## config.mk

```make
export PLATFORM = sky130hd
export DESIGN_NAME = trace_ctrl_flat
export DESIGN_NICKNAME = d
export VERILOG_FILES = /design/src/rtl/trace_ctrl_if.sv /design/src/rtl/trace_ctrl.sv /design/src/flat_wrapper.sv
export SDC_FILE = /design/constraint.sdc
export NUM_CORES = 1
export LEC_CHECK = 0
export BUFFER_PORTS_ARGS = -buffer_cell sky130_fd_sc_hd__buf_2
export CAP_MARGIN = 25
export CORE_MARGIN = 10
export CORE_UTILIZATION = 24
export CTS_CLUSTER_SIZE = 16
export DETAILED_ROUTE_END_ITERATION = 12
export PLACE_DENSITY_LB_ADDON = 0.2
export SKIP_CTS_REPAIR_TIMING = 1
export SLEW_MARGIN = 20
export SYNTH_ARGS = -nofsm -noshare
export SYNTH_HDL_FRONTEND = slang
export SYNTH_SLANG_ARGS = --single-unit
```

## constraint.sdc

```tcl
create_clock -name clk -period 2.4 [get_ports clk]
set_clock_uncertainty 0.2 [all_clocks]
set_input_delay 0.24 -clock clk [delete_from_list [all_inputs] [get_ports clk]]
set_output_delay 0.24 -clock clk [all_outputs]
set_load 0.02 [all_outputs]
```

## src/rtl/trace_ctrl_if.sv

```systemverilog
// Request, mux and word-stream signals of the trace sequencer.
// master = trace_ctrl itself, slave = request decoder / mux / consumer side.
interface trace_ctrl_if #(
  parameter int SEL_W = 9
);
  logic             req_valid;
  logic [7:0]       bRequest;
  logic [15:0]      parameter_Block16;
  logic             q;
  logic [SEL_W-1:0] actual_select;
  logic [SEL_W-1:0] select;
  logic             word_valid;
  logic             word_ready;
  logic [15:0]      word_data;
  logic [SEL_W-1:0] word_base;
  logic             busy;
  logic             err_sel;
  logic             err_cmd;

  // Stream handshake: a word transfers on a rising edge where word_valid and
  // word_ready are both high; word_valid never drops and word_data/word_base
  // never change before that edge, except when an ABORT discards the word.
  modport master (
    input  req_valid, bRequest, parameter_Block16, q, actual_select, word_ready,
    output select, word_valid, word_data, word_base, busy, err_sel, err_cmd
  );

  modport slave (
    output req_valid, bRequest, parameter_Block16, q, actual_select, word_ready,
    input  select, word_valid, word_data, word_base, busy, err_sel, err_cmd
  );
endinterface

```

## src/rtl/trace_ctrl.sv

```systemverilog
// Trace mux sequencer: decodes SET/SCAN/ABORT requests, sweeps select with a
// settle delay, samples q and streams 16-sample words with their base select.
module trace_ctrl #(
  parameter int SEL_W  = 9,
  parameter int SETTLE = 1
) (
  input  logic           clk,
  input  logic           reset,
  trace_ctrl_if.master   bus,
  output logic [1:0]     o_dbg_state
);

  typedef enum logic [1:0] {
    S_IDLE   = 2'd0,
    S_SETTLE = 2'd1,
    S_SAMPLE = 2'd2,
    S_PUSH   = 2'd3
  } state_t;

  localparam logic [7:0] REQ_SET   = 8'h01;
  localparam logic [7:0] REQ_SCAN  = 8'h02;
  localparam logic [7:0] REQ_ABORT = 8'h03;

  // The SETTLE state holds for SETTLE cycles and SAMPLE adds one more, so the
  // counter is loaded with SETTLE-1; with SETTLE = 0 the SETTLE state is skipped.
  localparam logic [3:0] SETTLE_LD = (SETTLE == 0) ? 4'd0 : 4'(SETTLE - 1);
  localparam state_t     FIRST_ST  = (SETTLE == 0) ? S_SAMPLE : S_SETTLE;

  state_t           r_state;
  logic [SEL_W-1:0] r_select;
  logic [SEL_W-1:0] r_base;
  logic [15:0]      r_shreg;
  logic [3:0]       r_bit;
  logic [3:0]       r_settle;
  logic [7:0]       r_words;
  logic             r_word_valid;
  logic             r_busy;
  logic             r_err_sel;
  logic             r_err_cmd;

  logic             w_idle;
  logic             w_req_set;
  logic             w_req_scan;
  logic             w_req_abort;
  logic             w_set_go;
  logic             w_scan_go;
  logic             w_cmd_err;
  logic [SEL_W-1:0] w_set_value;
  logic [SEL_W-1:0] w_scan_start;
  logic [7:0]       w_scan_words;

  assign w_idle       = (r_state == S_IDLE);
  assign w_req_set    = bus.req_valid && (bus.bRequest == REQ_SET);
  assign w_req_scan   = bus.req_valid && (bus.bRequest == REQ_SCAN);
  assign w_req_abort  = bus.req_valid && (bus.bRequest == REQ_ABORT);
  assign w_set_go     = w_req_set && w_idle;
  assign w_scan_go    = w_req_scan && w_idle;
  // Anything strobed that is neither ABORT nor an accepted SET/SCAN is an error.
  assign w_cmd_err    = bus.req_valid && !w_req_abort && !w_set_go && !w_scan_go;
  assign w_set_value  = SEL_W'(bus.parameter_Block16);
  assign w_scan_start = SEL_W'(bus.parameter_Block16[8:0]);
  assign w_scan_words = 8'(bus.parameter_Block16[15:9]) + 8'd1;

  always_ff @(posedge clk or posedge reset) begin
    if (reset) begin
      r_state      <= S_IDLE;
      r_select     <= '0;
      r_base       <= '0;
      r_shreg      <= '0;
      r_bit        <= '0;
      r_settle     <= '0;
      r_words      <= '0;
      r_word_valid <= 1'b0;
      r_busy       <= 1'b0;
      r_err_sel    <= 1'b0;
      r_err_cmd    <= 1'b0;
    end else begin
      r_err_cmd <= w_cmd_err;
      if (w_req_abort) begin
        // ABORT overrides every state, including a handshake in the same cycle.
        r_state      <= S_IDLE;
        r_busy       <= 1'b0;
        r_word_valid <= 1'b0;
      end else begin
        case (r_state)
          S_IDLE: begin
            if (w_scan_go) begin
              r_select  <= w_scan_start;
              r_bit     <= 4'd0;
              r_words   <= w_scan_words;
              r_settle  <= SETTLE_LD;
              r_err_sel <= 1'b0;
              r_busy    <= 1'b1;
              r_state   <= FIRST_ST;
            end else if (w_set_go) begin
              r_select <= w_set_value;
            end
          end
          S_SETTLE: begin
            if (r_settle == 4'd0) begin
              r_state <= S_SAMPLE;
            end else begin
              r_settle <= r_settle - 4'd1;
            end
          end
          S_SAMPLE: begin
            r_shreg[r_bit] <= bus.q;
            if (r_bit == 4'd0) begin
              r_base <= r_select;
            end
            if (bus.actual_select != r_select) begin
              r_err_sel <= 1'b1;
            end
            r_select <= r_select + SEL_W'(1);
            if (r_bit == 4'd15) begin
              r_word_valid <= 1'b1;
              r_state      <= S_PUSH;
            end else begin
              r_bit    <= r_bit + 4'd1;
              r_settle <= SETTLE_LD;
              r_state  <= FIRST_ST;
            end
          end
          S_PUSH: begin
            if (bus.word_ready) begin
              r_word_valid <= 1'b0;
              if (r_words == 8'd1) begin
                r_busy  <= 1'b0;
                r_state <= S_IDLE;
              end else begin
                r_words  <= r_words - 8'd1;
                r_bit    <= 4'd0;
                r_settle <= SETTLE_LD;
                r_state  <= FIRST_ST;
              end
            end
          end
          default: r_state <= S_IDLE;
        endcase
      end
    end
  end

  assign bus.select     = r_select;
  assign bus.word_valid = r_word_valid;
  assign bus.word_data  = r_shreg;
  assign bus.word_base  = r_base;
  assign bus.busy       = r_busy;
  assign bus.err_sel    = r_err_sel;
  assign bus.err_cmd    = r_err_cmd;
  assign o_dbg_state    = r_state;

endmodule

```

## src/flat_wrapper.sv

```systemverilog
// flat-port wrapper written by rule: the top's interface ports become plain ports
module trace_ctrl_flat 
#(
  parameter int SEL_W  = 9,
  parameter int SETTLE = 1
)
  (clk, reset, o_dbg_state, bus_req_valid, bus_bRequest, bus_parameter_Block16, bus_q, bus_actual_select, bus_word_ready, bus_select, bus_word_valid, bus_word_data, bus_word_base, bus_busy, bus_err_sel, bus_err_cmd);
  trace_ctrl_if #(.SEL_W(SEL_W)) bus_i ();
  input  logic clk;
  input  logic reset;
  output logic [1:0] o_dbg_state;
  input wire logic [$bits(bus_i.req_valid)-1:0] bus_req_valid;
  input wire logic [$bits(bus_i.bRequest)-1:0] bus_bRequest;
  input wire logic [$bits(bus_i.parameter_Block16)-1:0] bus_parameter_Block16;
  input wire logic [$bits(bus_i.q)-1:0] bus_q;
  input wire logic [$bits(bus_i.actual_select)-1:0] bus_actual_select;
  input wire logic [$bits(bus_i.word_ready)-1:0] bus_word_ready;
  output wire logic [$bits(bus_i.select)-1:0] bus_select;
  output wire logic [$bits(bus_i.word_valid)-1:0] bus_word_valid;
  output wire logic [$bits(bus_i.word_data)-1:0] bus_word_data;
  output wire logic [$bits(bus_i.word_base)-1:0] bus_word_base;
  output wire logic [$bits(bus_i.busy)-1:0] bus_busy;
  output wire logic [$bits(bus_i.err_sel)-1:0] bus_err_sel;
  output wire logic [$bits(bus_i.err_cmd)-1:0] bus_err_cmd;
  assign bus_i.req_valid = bus_req_valid;
  assign bus_i.bRequest = bus_bRequest;
  assign bus_i.parameter_Block16 = bus_parameter_Block16;
  assign bus_i.q = bus_q;
  assign bus_i.actual_select = bus_actual_select;
  assign bus_i.word_ready = bus_word_ready;
  assign bus_select = bus_i.select;
  assign bus_word_valid = bus_i.word_valid;
  assign bus_word_data = bus_i.word_data;
  assign bus_word_base = bus_i.word_base;
  assign bus_busy = bus_i.busy;
  assign bus_err_sel = bus_i.err_sel;
  assign bus_err_cmd = bus_i.err_cmd;
  trace_ctrl #(.SEL_W(SEL_W), .SETTLE(SETTLE)) u_core (.clk(clk), .reset(reset), .bus(bus_i), .o_dbg_state(o_dbg_state));
endmodule
```

## Word level (Yosys, flattened, before mapping)

Index checks and enable logic that the tools add are counted.

| operators by class | value |
|---|---|
| $add $sub $neg | 5 |
| order comparisons | 2 |
| equality and inequality tests | 21 |
| mux-type cells | 37 |
| bitwise logic cells | 1 |
| reductions and logical operators | 30 |

Operators with widths:

| operator | number |
|---|---|
| 2-to-1 mux 4 bit | 6 |
| 2-to-1 mux 8 bit | 3 |
| 2-to-1 mux 9 bit | 2 |
| one-hot mux 9 bit (2 select lines) | 1 |
| bitwise mux 16 bit | 1 |
| equality test 8 x 1 -> 1 bit (second input constant) | 2 |
| equality test 8 x 2 -> 1 bit (second input constant) | 2 |
| one-hot mux 4 bit (4 select lines) | 1 |
| one-hot mux 8 bit (2 select lines) | 1 |
| one-hot mux 4 bit (3 select lines) | 1 |
| AND reduction 3 bit | 4 |
| AND reduction 6 bit | 2 |
| 2-to-1 mux 1 bit | 11 |
| 2-to-1 mux 2 bit | 5 |
| != test 2 bit (second input constant) | 5 |
| adder 9 x 1 -> 9 bit (second input constant) | 1 |
| logical AND 1 bit | 9 |
| != test 3 x 1 -> 1 bit (second input constant) | 3 |
| != test 9 bit | 1 |
| nonzero test 3 bit | 3 |
| adder 7 x 1 -> 8 bit (second input constant) | 1 |
| logical NOT 4 bit | 2 |
| one-hot mux 2 bit (4 select lines) | 1 |
| AND reduction 4 bit | 2 |
| 19 further kinds | 26 |

| word-level totals | value |
|---|---|
| bits in registers | 56 |
| bits of input ports | 38 |
| output and inout bits | 40 |
| logic and storage cells | 107 |

## Depth between registers and ports, before layout

| depth | value |
|---|---|
| depth in word-level cells | 6 |
| depth in mapped cells | 7 |
| gate-level depth less buffers | 7 |

## Worst setup path after synthesis

No wires, ideal clock.

| timing | value |
|---|---|
| kind | flip-flop to flip-flop |
| start point | reg u_core.r_words[5] |
| end point | reg u_core.r_words[2] |
| library setup time | 131 ps |
| data arrival time | 1753 ps |
| required time | 2069 ps |
| setup slack | 316 ps |
| cell stages (with the launch flop) | 7 |
| buffers on the path | 1 |
| clock period less this slack | 2084 ps |
| cells stage by stage | dfrtp_1 nor4_1 a31oi_1 o211ai_4 buf_6 nor2_1 a2bb2oi_1 |

| on the way | value |
|---|---|
| longest elaborated chain between the ends | 3 |

RTL lines:

| item | line | text |
|---|---|---|
| from (decl) | trace_ctrl.sv:35 | `logic [7:0] r_words;` |
| from (signal assigned) | trace_ctrl.sv:90 | `r_words <= w_scan_words;` |
| from (signal assigned) | trace_ctrl.sv:131 | `r_words <= r_words - 8'd1;` |
| equality test 8 x 1 -> 1 bit | trace_ctrl.sv:127 | `if (r_words == 8'd1) begin` |
| != test 2 bit (no line) | - |  |
| AND reduction 5 bit (no line) | - |  |

No other way between the ends.
A chain may end at the register's enable or synchronous reset.

## Worst setup path in the final report

| timing | value |
|---|---|
| start point | reg u_core.r_words[5] |
| end point | reg u_core.r_words[0] |

The elaborated chain is that of the path after synthesis.

==> results.toml <==
[yosys]
synthArstFlopShare = 1.000
synth_common_cells = "56 x dfrtp_1, 30 x nand3_1, 25 x mux2_2"
synth_flop_cell = "dfrtp_1"
synth_top_area_frac = 0.4360
synth_cell_type_count = 54
syn-cell-area_mm2 = 0.003214
seq_area_frac_synth = 0.4360
syn_inst = 336
synth-edff-count = 0
synth_nets = 383
synth_area_leaders = "dfrtp_1 44%, mux2_2 8.8%, nand3_1 4.7%"
synth.avg_cell_area_um2 = 9.566
synth-seq-cells = 56
yosysTopAreaCell = "dfrtp_1"
yosysMostFrequentCell = "dfrtp_1"
synth_warnings = 0

[cts]
clk_pin_slew_ns = 0.07
cts_tree = "done"
clk_latency_ns = 0.30
htree_levels = 2
ctsLongestPathBuffers = 2
cts_buffers = 5
root_buffer = "clkbuf_16"
cts.sinks = 56

[outcome]
status = "complete, but fails checks"
violations = "hold timing"

[floorplan]
io_pins = 78
start_util = 0.2437
die_height_um = 135.7
rows = 42
die_area_mm2 = 0.01842
core-area_mm2 = 0.01319
chipWidth_um = 135.7

[drt]
top_layer = "met4"
wl_met1_um = 3854
routed_via_density = 4.626
detail_route.iter0.violations = 116
route.vias.total = 2743
post_drt_wl_per_cell_um = 14.81
ant_nets = 0
met3_length_um = 543
route.detailed.drc = 0
wl_met2_um = 4312
drt_wl_total_um = 8782
first_pass_iters = 4

[power_and_ir_drop]
leakage_uw = 0.001790
pwr-share-clk = 0.192
vdd_drop_max_v = 0.0003241
seq_power_share = 0.361
power.switching_uw = 1924
switching_share = 0.4242
comb_power_share = 0.447
p_int_uw = 2611
p_per_area_mw_per_mm2 = 1127

[layout]
final_util = 0.3052
nNetsFinal = 462
area_growth_pct = 25.22
design_area_mm2 = 0.004025
final_layout_size_suffix_gt1_frac = 0.3317

[worst_setup_path]
cp_data_required_time_ns = 2.38
critPathLaunchType = "flop"
reg2reg_slack_ns = 0.14
critPathKind = "reg -> reg"
r2r-start = "u_core.r_words[5]$_DFFE_PP0P_"
r2r-end = "u_core.r_words[0]$_DFFE_PP0P_"
rr_worst_depth = 5
arrival_ns = 2.25
cp-end-kind = "flop"
critPathMaxFanout = 13

[sta]
drv_slew = 0
setup_viol = 0
hold_viol_final = 57
worstMarginPinSlew_ns = 0.7369
final.period_utilization = 0.9437
finalWorstSetupSlack_ns = 0.1352
hold_ws_ns = -0.05272
fmax_mhz = 441.5
relSlewSlack = 0.5088
finalCriticalPeriod_ns = 2.265
rsz0062_at_grt = "no"

[placement]
placed_area_mm2 = 0.003816
port_buffers = 77
place_hpwl_um = 6670
gp_congestion = 0.7491
place_ws_ns = -0.02391

[grt]
grt_usage = 0.09755
grt_remaining_overflow = 0
grt_first_pass_wirelength_um = 14610
antenna_found_initial = 1
grt_pass1_vias = 2838
grt_max_degree = 57

[job]
maxCapViolCount = 0

[min_path]
hp-class = "in -> async"
[metrics by stage]
step	setup TNS, ns	std cells	total power (µW)
after floorplan	0	336	3044
after CTS	0	590	4598
after global placement	0	582	3668
after global routing	0	592	4939
after detailed placement	-0.04295	582	3698
final	0	593	4536
[layer usage]
metal | vias to the layer above | global-route usage
met1 | 1306 | 0.1213
met3 | 7 | 0.03042
li1 | 1374 | -
met5 | - | 0
met4 | 0 | 0.02333
met2 | 56 | 0.1604
[kinds of logic after synthesis]
family,share of synthesized area
multiplexers,0.09070
flip-flops,0.4360
adder cells (fa/ha/maj),0.03815
buffers and inverters,0.04204
XOR/XNOR,0.03815
AND/OR/NAND/NOR,0.1962
AO/OA/AOI/OAI,0.1588
[power groups by stage]
stage / logic [µW] / registers, µW / clock network [µW]
floorplan: 1310 / 1740 / 0
global placement: 2020 / 1650 / 0
detailed placement: 2040 / 1660 / 0
CTS: 2040 / 1640 / 910
global route: 2280 / 1700 / 952
finish: 2030 / 1640 / 873
[how the worst max path moves through the flow]
| stage | start | endpoint | slack [ns] | cells after the start |
|---|---|---|---|---|
| global placement | bus_bRequest[3] | u_core.bus.select[0]$_DFFE_PP0P_ | 0.004 | 7 |
| detailed placement | bus_bRequest[3] | u_core.bus.select[2]$_DFFE_PP0P_ | -0.02 | 7 |
| finish | u_core.r_words[5]$_DFFE_PP0P_ | u_core.r_words[0]$_DFFE_PP0P_ | 0.14 | 5 |
| CTS | u_core.o_dbg_state[1]$_DFFE_PP0P_ | u_core.bus.word_base[0]$_DFFE_PP0P_ | 0.06 | 4 |
| floorplan | u_core.r_words[5]$_DFFE_PP0P_ | u_core.r_words[2]$_DFFE_PP0P_ | 0.32 | 6 |
| global route | u_core.r_words[5]$_DFFE_PP0P_ | u_core.r_words[0]$_DFFE_PP0P_ | 0.01 | 5 |
[critical path, cell delays in order (launching register included)]
cell and delay, ns:
dfrtp_1 0.43, nor4_1 0.49, a31oi_2 0.23, o211ai_4 0.44, nor3_1 0.09, a211o_1 0.27
[sequential cells by signal, summed over array words and instances, names as in the netlist]
register	count
u_core.bus.busy	1
u_core.bus.word_valid	1
u_core.bus.word_base	9
u_core.bus.word_data	16
u_core.r_bit	4
u_core.r_settle	4
u_core.o_dbg_state	2
u_core.r_words	8
u_core.bus.select	9
u_core.bus.err_cmd	1
u_core.bus.err_sel	1
[layout by cell type (no fill, tap or decap), types with 2 or more instances in the layout]
cell,synthesis,layout
o21ai_1,3,3
clkbuf_16,0,5
nand2_1,24,24
o31ai_1,5,5
inv_1,13,12
buf_4,0,12
o22ai_1,4,4
xor2_1,2,2
nor3b_1,2,2
or2_2,2,2
nor2_1,21,21
or4_1,2,2
a21oi_2,2,2
nor3_1,6,6
buf_2,3,77
xnor2_1,12,12
nand3_1,30,30
nor2b_1,5,5
a31oi_1,7,6
or3_1,2,2
dfrtp_1,56,56
mux2_2,25,25
o211ai_1,2,2
and4_1,2,2
and3_1,2,2
a2bb2oi_1,5,5
nand4_1,7,7
o21ai_0,18,18
a21oi_1,21,21
nand2b_1,3,3
ha_1,9,9
nor4_1,4,4
[final cells by class]
type,instances,area [µm²]
Clock buffer,6,138.9
Multi-Input combinational cell,249,1689
Sequential cell,56,1401
Timing Repair Buffer,90,485.5
Inverter,13,48.80
Tap cell,176,220.2
Antenna cell,1,2.502
Clock inverter,2,38.79
Fill cell,1430,9165
(Power assumes the default switching activity.)
